<file path="src/rtl/lzs_encode_pack.sv">
// LZS token packer: serialises literal/match/end tokens into MSB-first 16-bit words.
// Latency: a token's first field lands in the accumulator on its accept edge; a word is visible the cycle after 16 bits are pending.
// Backpressure: out_ready low stops pops; once 16+ bits are pending, appends and tok_ready stall until the next pop.
//
// Ports:
//   clk, rst       clock; asynchronous active-high reset
//   start          one-cycle pulse, begins a stream from IDLE
//   tok_valid/rdy  token handshake; tok_type 00 lit, 01 match, 10/11 end
//   tok_lit/off/len literal byte, match offset (1..2047), match length (2..4095)
//   out_data/valid/ready  packed word handshake, first stream bit at out_data[15]
//   done           one-cycle pulse after the final padded word is accepted
module lzs_encode_pack (
    input  logic        clk,
    input  logic        rst,
    input  logic        start,
    input  logic        tok_valid,
    output logic        tok_ready,
    input  logic [1:0]  tok_type,
    input  logic [7:0]  tok_lit,
    input  logic [10:0] tok_off,
    input  logic [11:0] tok_len,
    output logic [15:0] out_data,
    output logic        out_valid,
    input  logic        out_ready,
    output logic        done
);

    typedef enum logic [2:0] {
        S_IDLE,
        S_TOK,
        S_LEN,
        S_EXT,
        S_FLUSH,
        S_DONE
    } state_t;

    state_t      state, state_n;
    logic [31:0] acc, acc_n, acc_pop;
    logic [5:0]  cnt, cnt_n, cnt_pop;
    logic [11:0] len_q, len_n;
    logic [11:0] ext_q, ext_n;

    logic        pop;
    logic        append_ok;
    logic        app;
    logic        flush_round;
    logic [12:0] fld;
    logic [3:0]  fw;
    logic [5:0]  sh;

    assign out_valid = (cnt >= 6'd16);
    assign out_data  = acc[31:16];
    assign done      = (state == S_DONE);

    assign pop       = out_valid && out_ready;
    assign acc_pop   = pop ? {acc[15:0], 16'h0000} : acc;
    assign cnt_pop   = pop ? (cnt - 6'd16) : cnt;
    // cnt <= 31 always, so an append after a pop starts at bit <= 15 and a
    // 13-bit field still fits inside the accumulator.
    assign append_ok = (cnt < 6'd16) || pop;

    always_ff @(posedge clk or posedge rst) begin
        if (rst) begin
            state <= S_IDLE;
            acc   <= 32'h0;
            cnt   <= 6'd0;
            len_q <= 12'd0;
            ext_q <= 12'd0;
        end else begin
            state <= state_n;
            acc   <= acc_n;
            cnt   <= cnt_n;
            len_q <= len_n;
            ext_q <= ext_n;
        end
    end

    always_comb begin
        state_n     = state;
        len_n       = len_q;
        ext_n       = ext_q;
        tok_ready   = 1'b0;
        app         = 1'b0;
        flush_round = 1'b0;
        fld         = 13'h0;
        fw          = 4'd0;

        case (state)
            S_IDLE: begin
                if (start) state_n = S_TOK;
            end
            S_TOK: begin
                tok_ready = append_ok;
                if (tok_valid && append_ok) begin
                    app = 1'b1;
                    case (tok_type)
                        2'b00: begin
                            fld = {4'b0000, 1'b0, tok_lit};
                            fw  = 4'd9;
                        end
                        2'b01: begin
                            len_n   = tok_len;
                            state_n = S_LEN;
                            if (tok_off < 11'd128) begin
                                fld = {4'b0000, 2'b11, tok_off[6:0]};
                                fw  = 4'd9;
                            end else begin
                                fld = {2'b10, tok_off};
                                fw  = 4'd13;
                            end
                        end
                        default: begin
                            // End marker; reserved type is treated the same.
                            fld     = {4'b0000, 9'b110000000};
                            fw      = 4'd9;
                            state_n = S_FLUSH;
                        end
                    endcase
                end
            end
            S_LEN: begin
                if (append_ok) begin
                    app = 1'b1;
                    if (len_q <= 12'd4) begin
                        // 2,3,4 -> 00,01,10
                        fld     = {11'h0, len_q[1:0] - 2'd2};
                        fw      = 4'd2;
                        state_n = S_TOK;
                    end else if (len_q <= 12'd7) begin
                        // 5,6,7 -> 1100,1101,1110
                        fld     = {9'h0, 2'b11, len_q[1:0] - 2'd1};
                        fw      = 4'd4;
                        state_n = S_TOK;
                    end else begin
                        fld     = 13'h000F;
                        fw      = 4'd4;
                        ext_n   = len_q - 12'd8;
                        state_n = S_EXT;
                    end
                end
            end
            S_EXT: begin
                if (append_ok) begin
                    app = 1'b1;
                    fw  = 4'd4;
                    if (ext_q >= 12'd15) begin
                        fld   = 13'h000F;
                        ext_n = ext_q - 12'd15;
                    end else begin
                        fld     = {9'h0, ext_q[3:0]};
                        state_n = S_TOK;
                    end
                end
            end
            S_FLUSH: begin
                // Bits below cnt are always zero, so rounding cnt up to a
                // word boundary is all the padding needed.
                if (cnt_pop == 6'd0) begin
                    state_n = S_DONE;
                end else if (cnt_pop <= 6'd16) begin
                    flush_round = 1'b1;
                end
            end
            S_DONE: begin
                state_n = S_IDLE;
            end
            default: begin
                state_n = S_IDLE;
            end
        endcase

        // Left-justify the field just below the bits that survive the pop.
        sh    = 6'd32 - {2'b00, fw} - cnt_pop;
        acc_n = acc_pop;
        cnt_n = cnt_pop;
        if (app) begin
            acc_n = acc_pop | ({19'h0, fld} << sh);
            cnt_n = cnt_pop + {2'b00, fw};
        end
        if (flush_round) begin
            cnt_n = 6'd16;
        end
    end

endmodule
</file>
<file path="config.mk">
export PLATFORM = sky130hd
export DESIGN_NAME = lzs_encode_pack
export DESIGN_NICKNAME = d
export VERILOG_FILES = /design/src/rtl/lzs_encode_pack.sv
export SDC_FILE = /design/constraint.sdc
export NUM_CORES = 1
export LEC_CHECK = 0
export ABC_AREA = 1
export BUFFER_PORTS_ARGS = -buffer_cell sky130_fd_sc_hd__buf_2
export CAP_MARGIN = 0
export CORE_MARGIN = 3
export CORE_UTILIZATION = 50
export CTS_BUF_LIST = sky130_fd_sc_hd__clkbuf_16
export CTS_CLUSTER_DIAMETER = 150
export DETAILED_ROUTE_END_ITERATION = 16
export PLACE_DENSITY_LB_ADDON = 0.3
export SLEW_MARGIN = 30
export SYNTH_ARGS = -nofsm -noshare
export SYNTH_HDL_FRONTEND = slang
export SYNTH_SLANG_ARGS = --single-unit
</file>
<file path="constraint.sdc">
create_clock -name clk -period 5 [get_ports clk]
set_input_delay 1 -clock clk [delete_from_list [all_inputs] [get_ports clk]]
set_output_delay 1 -clock clk [all_outputs]
set_load 0.02 [all_outputs]
</file>
==> results.py, run 1 <==
metrics = {
    "clock_tree": {
        "cts_buffers": 9,
        "clk_latency_ns": 0.33,
        "cts.htree.levels": 3,
        "cts_setup_buffers": 0,
        "ctsResizeCount": 0,
        "clockBufferDepth": 2,
        "cts_root_buffer": "clkbuf_16",
        "clkSinkCount": 65,
        "cts_tree": "yes",
        "postCtsHoldBufs": 0,
        "path_clk_slew_ns": 0.06,
    },
    "timing": {
        "slew_violations": 0,
        "slew_headroom_pct": 59.0,
        "min_period_over_period_pct": 76.1,
        "rsz0062_at_grt": "no",
        "setup_viol": 0,
        "fmax_mhz": 263,
        "period_minus_slack_ns": 3.80,
        "hold_viol": 0,
        "final.setup_skew_ns": 0.0102,
        "tightest_slew_ns": 0.614,
        "fin_setup_tns_ns": 0,
    },
    "final_layout": {
        "nets": 818,
        "final_common_cell": "nand2_1",
        "drive_gt1_share_pct": 14.2,
        "final_cell_mix": "nand2_1 (220), inv_1 (81), nand3_1 (74)",
        "insertedDiodeCount": 0,
        "syn_to_final_growth_pct": 11.4,
    },
    "worst_setup_path": {
        "cp_num_buf_inv": 5,
        "crit_path_start_kind": "input port",
        "path_max_fanout": 8,
        "cp_cell_sequence": "buf_2 > nor2_4 > nor2_8 > inv_2 > nor2_8 > nand2_2 > nor2_1 > nor2_1 > nand2_1 > fa_1 > inv_1 > ha_1 > inv_1 > nand2_1 > nand3_1 > nand2_1 > xor2_1 > nand2_4 > nor2_1 > inv_1 > o21ai_0 > nand2_1 > nand2_1",
        "worstSetupPathType": "input port to register",
        "critical_path.endpoint_type": "register",
        "crit_family": "simple AND/OR/NAND/NOR gates",
        "cp.required_ns": 5.26,
        "arrival_ns": 4.07,
        "path_common_cell": "nand2_1",
        "cpPeakStageDelay_ns": 0.52,
        "worst_path_max_delay_cell": "fa_1",
    },
    "placed_design": {
        "place.gp.congestion": 0.944,
        "dp_hpwl_mm": 10.2,
        "io_buffer_count": 56,
    },
    "flow_run": {
        "maxCapViolCount": 0,
    },
    "die": {
        "die_y_um": 105,
        "die_area_um2": 11100,
        "initial_core_util_pct": 52.6,
        "fp.dieW_um": 105,
        "rows": 35,
        "ios": 57,
        "core_um2": 9420,
    },
    "synthesis": {
        "syn_area_per_cell_um2": 6.83,
        "synthesis.area_um2": 4950,
        "synth-seq-area-share_pct": 32.9,
        "yosys_register_bits": 65,
        "synth_nets": 782,
        "syn-instance-count": 725,
        "ys_async_sr_fraction_pct": 100,
        "ys_warn_count": 0,
        "ys_types": 44,
        "synth_edf_count": 0,
        "ys.flop_type": "dfrtp_1",
    },
    "routing": {
        "wirelength_mm": 12.9,
        "drc": 0,
        "vias": 4735,
        "ant_nets": 0,
        "post_drt_wl_per_cell_um": 14.5,
        "dr.first_iter.drc_count": 303,
        "route.detailed.vias_per_inst": 5.29,
        "firstDrtPassIters": 5,
    },
    "global_routing": {
        "gr-total-overflow": 0,
        "grt_pass1_wl_mm": 22.1,
        "grt_max_degree": 46,
        "first_global_vias": 4541,
        "grtUsageTotal_pct": 24.4,
        "antenna_found_initial": 0,
    },
    "outcome": {
        "status": "completed",
    },
    "min_path": {
        "hold_class": "register to register",
    },
}
layer usage:
| metal | GRT usage [%] | part of all wire, % | vias to the layer above |
|---|---|---|---|
| li1 | - | - | 2412 |
| met1 | 34.7 | 48 | 2124 |
| met2 | 36.8 | 43 | 165 |
| met3 | 4.23 | 6.1 | 34 |
| met4 | 10.1 | 2.8 | 0 |
| met5 | 0 | 0 | - |
flip-flops by register name (all words and copies together) (netlist names):
| register | cells |
|---|---|
| cnt | 6 |
| len_q | 12 |
| ext_q | 12 |
| acc | 32 |
| state | 3 |
Yosys cell counts, types with 16 or more instances:
library cell,number,area share [%]
nand2_1,220,17
o21ai_0,63,6.4
a21oi_1,20,2.0
ha_1,17,4.3
nor2_1,49,3.7
nand3_1,74,7.5
dfrtp_1,65,33
inv_1,81,6.1
buf_4,16,2.4
through the flow:
step	utilization, %	worst slack, ns	std cells	hold WS (ns)	instance area [µm²]
2_1_floorplan	-	1.36	725	0.449	4950
3_3_place_gp	55.5	0.945	879	0.467	5230
3_5_place_dp	55.5	0.849	879	0.465	5230
4_1_cts	58.6	1.19	895	0.481	5510
5_1_grt	58.6	0.790	895	0.505	5510
6_report	58.6	1.20	895	0.476	5510
cell families after synthesis:
| family | Yosys count | synth area share, % |
|---|---|---|
| AO/OA/AOI/OAI | 116 | 12.9 |
| XOR/XNOR | 10 | 1.92 |
| adder cells (fa/ha/maj) | 19 | 5.11 |
| buffers and inverters | 124 | 11.0 |
| flip-flops | 65 | 32.9 |
| multiplexers | 7 | 1.42 |
| AND/OR/NAND/NOR | 384 | 34.8 |
path summary, 6_finish.rpt:
kind | endpoint | slack, ns | startpoint | cells after the start
max in group asynchronous | cnt[5] | 3.38 | rst | 3
min in group asynchronous | ext_q[7] | 0.68 | rst | 2
worst max-delay path | acc[22] | 1.20 | out_ready | 23
worst min register to register | acc[15] | 0.48 | acc[15] | 2
worst max register to register | acc[19] | 1.26 | cnt[4] | 24
worst min-delay path | acc[15] | 0.48 | acc[15] | 2
worst reg2reg max path: stages (launching register included):
cell	delay [ns]
dfrtp_1	0.36
inv_1	0.08
ha_1	0.27
nor2_4	0.10
nor2_8	0.15
inv_2	0.10
nor2_8	0.13
nand2_2	0.10
nor2_1	0.16
nor2_1	0.06
nand2_1	0.13
inv_1	0.06
ha_1	0.18
ha_1	0.30
inv_1	0.11
a21oi_1	0.05
or2_2	0.30
xor2_2	0.14
buf_4	0.19
inv_1	0.14
nor2_4	0.06
inv_1	0.16
o21ai_0	0.11
o21ai_1	0.13
nand2_1	0.06
cell type report:
class	count	area [µm²]
Fill cell	968	3900
Timing Repair Buffer	62	325
Clock inverter	7	62.6
Inverter	87	329
Multi-Input combinational cell	536	2780
Sequential cell	65	1630
Tap cell	129	161
Clock buffer	9	225
Power of run 1 is left out: the tool's default activity adds up to more than one toggle a clock period on the data nets, which glitch-free logic cannot reach.
==> inputs of run 2 (changes only) <==
- ABC_AREA: 1 -> 0
- clock period: 5 -> 3.7 ns (I/O delays scaled with it)
==> results.py, run 2 <==
metrics = {
    "routing": {
        "ant_nets": 0,
        "route.detailed.vias_per_inst": 6.04,
        "post_drt_wl_per_cell_um": 18.0,
        "firstDrtPassIters": 7,
        "dr.first_iter.drc_count": 492,
        "drc": 0,
        "wirelength_mm": 15.6,
        "vias": 5246,
    },
    "die": {
        "core_um2": 9770,
        "initial_core_util_pct": 51.6,
        "die_y_um": 106,
        "rows": 36,
        "die_area_um2": 11300,
        "ios": 57,
        "fp.dieW_um": 106,
    },
    "synthesis": {
        "synth_edf_count": 0,
        "ys_types": 73,
        "synth.most_common_cell": "nand2_1",
        "syn-instance-count": 614,
        "yosys_register_bits": 65,
        "synth_top_area_cell": "dfrtp_1",
        "synthesis.area_um2": 5040,
        "ys_async_sr_fraction_pct": 100,
        "ys_warn_count": 0,
        "synth_top_area_share_pct": 32.2,
        "synth_nets": 671,
        "ys.flop_type": "dfrtp_1",
        "synth-seq-area-share_pct": 32.2,
        "synthTopCellsByArea": "dfrtp_1 (32%), nand2_1 (5.9%), nor2_1 (5.3%), ha_1 (4.2%), mux2i_1 (3.6%)",
        "syn_area_per_cell_um2": 8.22,
        "ys_top_cells_by_count": "nand2_1 (79), nor2_1 (71), dfrtp_1 (65)",
    },
    "placed_design": {
        "dp_slack_ns": -0.286,
        "place.gp.congestion": 0.952,
        "dp_hpwl_mm": 11.3,
        "io_buffer_count": 56,
    },
    "worst_setup_path": {
        "cp_cell_sequence": "or4_4 > buf_6 > nor4_4 > o211a_1 > inv_2 > fa_1 > inv_2 > ha_4 > o211a_1 > or3_4 > o2111a_1 > buf_6 > nand3_2 > nor2_1 > a221o_1",
        "cpPeakStageDelay_ns": 0.57,
        "reg2reg_depth": 15,
        "r2r_slack_ns": -0.16,
        "worst_path_max_delay_cell": "or4_4",
        "reg2reg_from": "len_q[6]",
        "crit_path_start_kind": "register",
        "reg2reg_to": "acc[15]",
        "cp.required_ns": 3.92,
        "path_max_fanout": 8,
        "worstSetupPathType": "register to register",
        "arrival_ns": 4.08,
        "critical_path.endpoint_type": "register",
    },
    "timing": {
        "fin_hold_ws_ns": 0.425,
        "fmax_mhz": 259,
        "setup_viol": 31,
        "rsz0062_at_grt": "yes",
        "fin_setup_tns_ns": -2.16,
        "final.setup_skew_ns": 0.00779,
        "min_period_over_period_pct": 104,
        "layout_setup_ws_ns": -0.157,
        "slew_headroom_pct": 37.2,
        "period_minus_slack_ns": 3.86,
        "hold_viol": 0,
        "slew_violations": 0,
        "tightest_slew_ns": 0.939,
    },
    "final_layout": {
        "largest-register": "acc",
        "insertedDiodeCount": 0,
        "final_cell_mix": "buf_4 (83), nand2_1 (74), nor2_1 (66)",
        "multi_input_area_um2": 3520,
        "nets": 787,
        "final_common_cell": "buf_4",
        "fill_cells": 770,
        "regArea_um2": 1630,
        "final_core_util_pct": 69.6,
        "syn_to_final_growth_pct": 34.8,
        "drive_gt1_share_pct": 34.0,
        "largest_register_ffs": 32,
        "largestRegisters": "acc (32), ext_q (12), len_q (12)",
    },
    "power": {
        "p_clk_share_pct": 11.2,
        "p_int_mw": 4.16,
        "p_leak_nw": 3.07,
        "p_comb_share_pct": 73.1,
        "power_density_nw_per_um2": 1150,
        "pwr-share-seq_pct": 15.7,
        "p_total_mw": 7.85,
        "vdd_drop_max_v": 0.000625,
        "p_sw_mw": 3.70,
        "switching_share_pct": 47.1,
    },
    "global_routing": {
        "grt_pass1_wl_mm": 24.9,
        "antenna_found_initial": 0,
        "grtUsageTotal_pct": 27.4,
        "gr-total-overflow": 0,
        "grt_max_degree": 42,
        "first_global_vias": 5067,
    },
    "outcome": {
        "failed_checks": "setup timing",
        "status": "complete, but fails checks",
    },
    "clock_tree": {
        "cts_root_buffer": "clkbuf_16",
        "cts_buffers": 9,
        "clk_latency_ns": 0.34,
        "clockBufferDepth": 2,
        "clkSinkCount": 65,
        "cts_tree": "yes",
        "path_clk_slew_ns": 0.06,
        "cts.htree.levels": 3,
        "postCtsHoldBufs": 0,
    },
    "min_path": {
        "hold_class": "input port to async pin",
    },
    "flow_run": {
        "maxCapViolCount": 0,
    },
}
## run 2: cell count changes in the layout (fill, tap and decap cells not counted), sizes merged, moves of 15 or more
| cell | change |
|---|---|
| buf | +92 |
| inv | -66 |
| nand2 | -147 |
| nand3 | -64 |
| nor2b | +15 |
| o21ai | -36 |
## run 2: per-layer routing
| layer | track usage [%] | wire length (µm) | up-vias |
|---|---|---|---|
| met5 | 0 | 0 | - |
| met4 | 8.86 | 322 | 0 |
| met3 | 4.68 | 902 | 38 |
| met2 | 45.2 | 7650 | 217 |
| met1 | 36.8 | 6730 | 2542 |
| li1 | - | - | 2449 |
## run 2: logic make-up after synthesis
| kind of cell | Yosys count | share of synthesized area (%) |
|---|---|---|
| fa+ha+maj | 19 | 5.01 |
| mux | 27 | 6.03 |
| simple gates | 249 | 24.0 |
| buf+inv | 70 | 6.50 |
| flops | 65 | 32.2 |
| xor+xnor | 14 | 2.43 |
| compound gates | 170 | 23.8 |
## run 2: power by group through the flow
stage	clock, mW	sequential [mW]	combinational [mW]
floorplan	0	1.18	3.14
global placement	0	1.21	4.58
detailed placement	0	1.23	4.69
CTS	0.895	1.22	4.83
global route	0.930	1.27	6.13
finish	0.881	1.23	5.74
## run 2: critical path, delay by kind of cell, from the launching register on
| kind | cells | cell delay, ns |
|---|---|---|
| AOI/OAI and AO/OA | 4 | 0.88 |
| buffers and inverters | 4 | 0.40 |
| and+or+nand+nor | 5 | 1.38 |
| adders and majority gates | 2 | 0.69 |
| DFF | 1 | 0.39 |
## run 2: cell type report
| cell class | count | area share [%] |
|---|---|---|
| Timing Repair Buffer | 154 | 16.2 |
| Tap cell | 133 | 2.45 |
| Multi-Input combinational cell | 479 | 51.8 |
| Clock inverter | 7 | 1.14 |
| Inverter | 21 | 1.21 |
| Clock buffer | 9 | 3.31 |
| Sequential cell | 65 | 23.9 |
## run 2: worst max-delay path by stage
stage | to | startpoint
6_report | acc[15] | len_q[6]
5_1_grt | acc[15] | len_q[6]
3_3_place_gp | acc[26] | out_ready
4_1_cts | acc[23] | len_q[8]
2_1_floorplan | acc[31] | out_ready
3_5_place_dp | acc[31] | out_ready
## run 2: metrics by stage
stage | area, µm² | cells
3_5_place_dp | 6070 | 839
6_report | 6800 | 868
2_1_floorplan | 5260 | 614
5_1_grt | 6800 | 868
4_1_cts | 6490 | 861
3_3_place_gp | 6070 | 839
## run 2: what timing repair did
item / CTS / global route
gates resized for setup: 16 / 55
buffers inserted: 6 / 7
pin swaps: 7 / 22
endpoints found under the setup margin: 32 / 32
(Power assumes the default switching activity.)
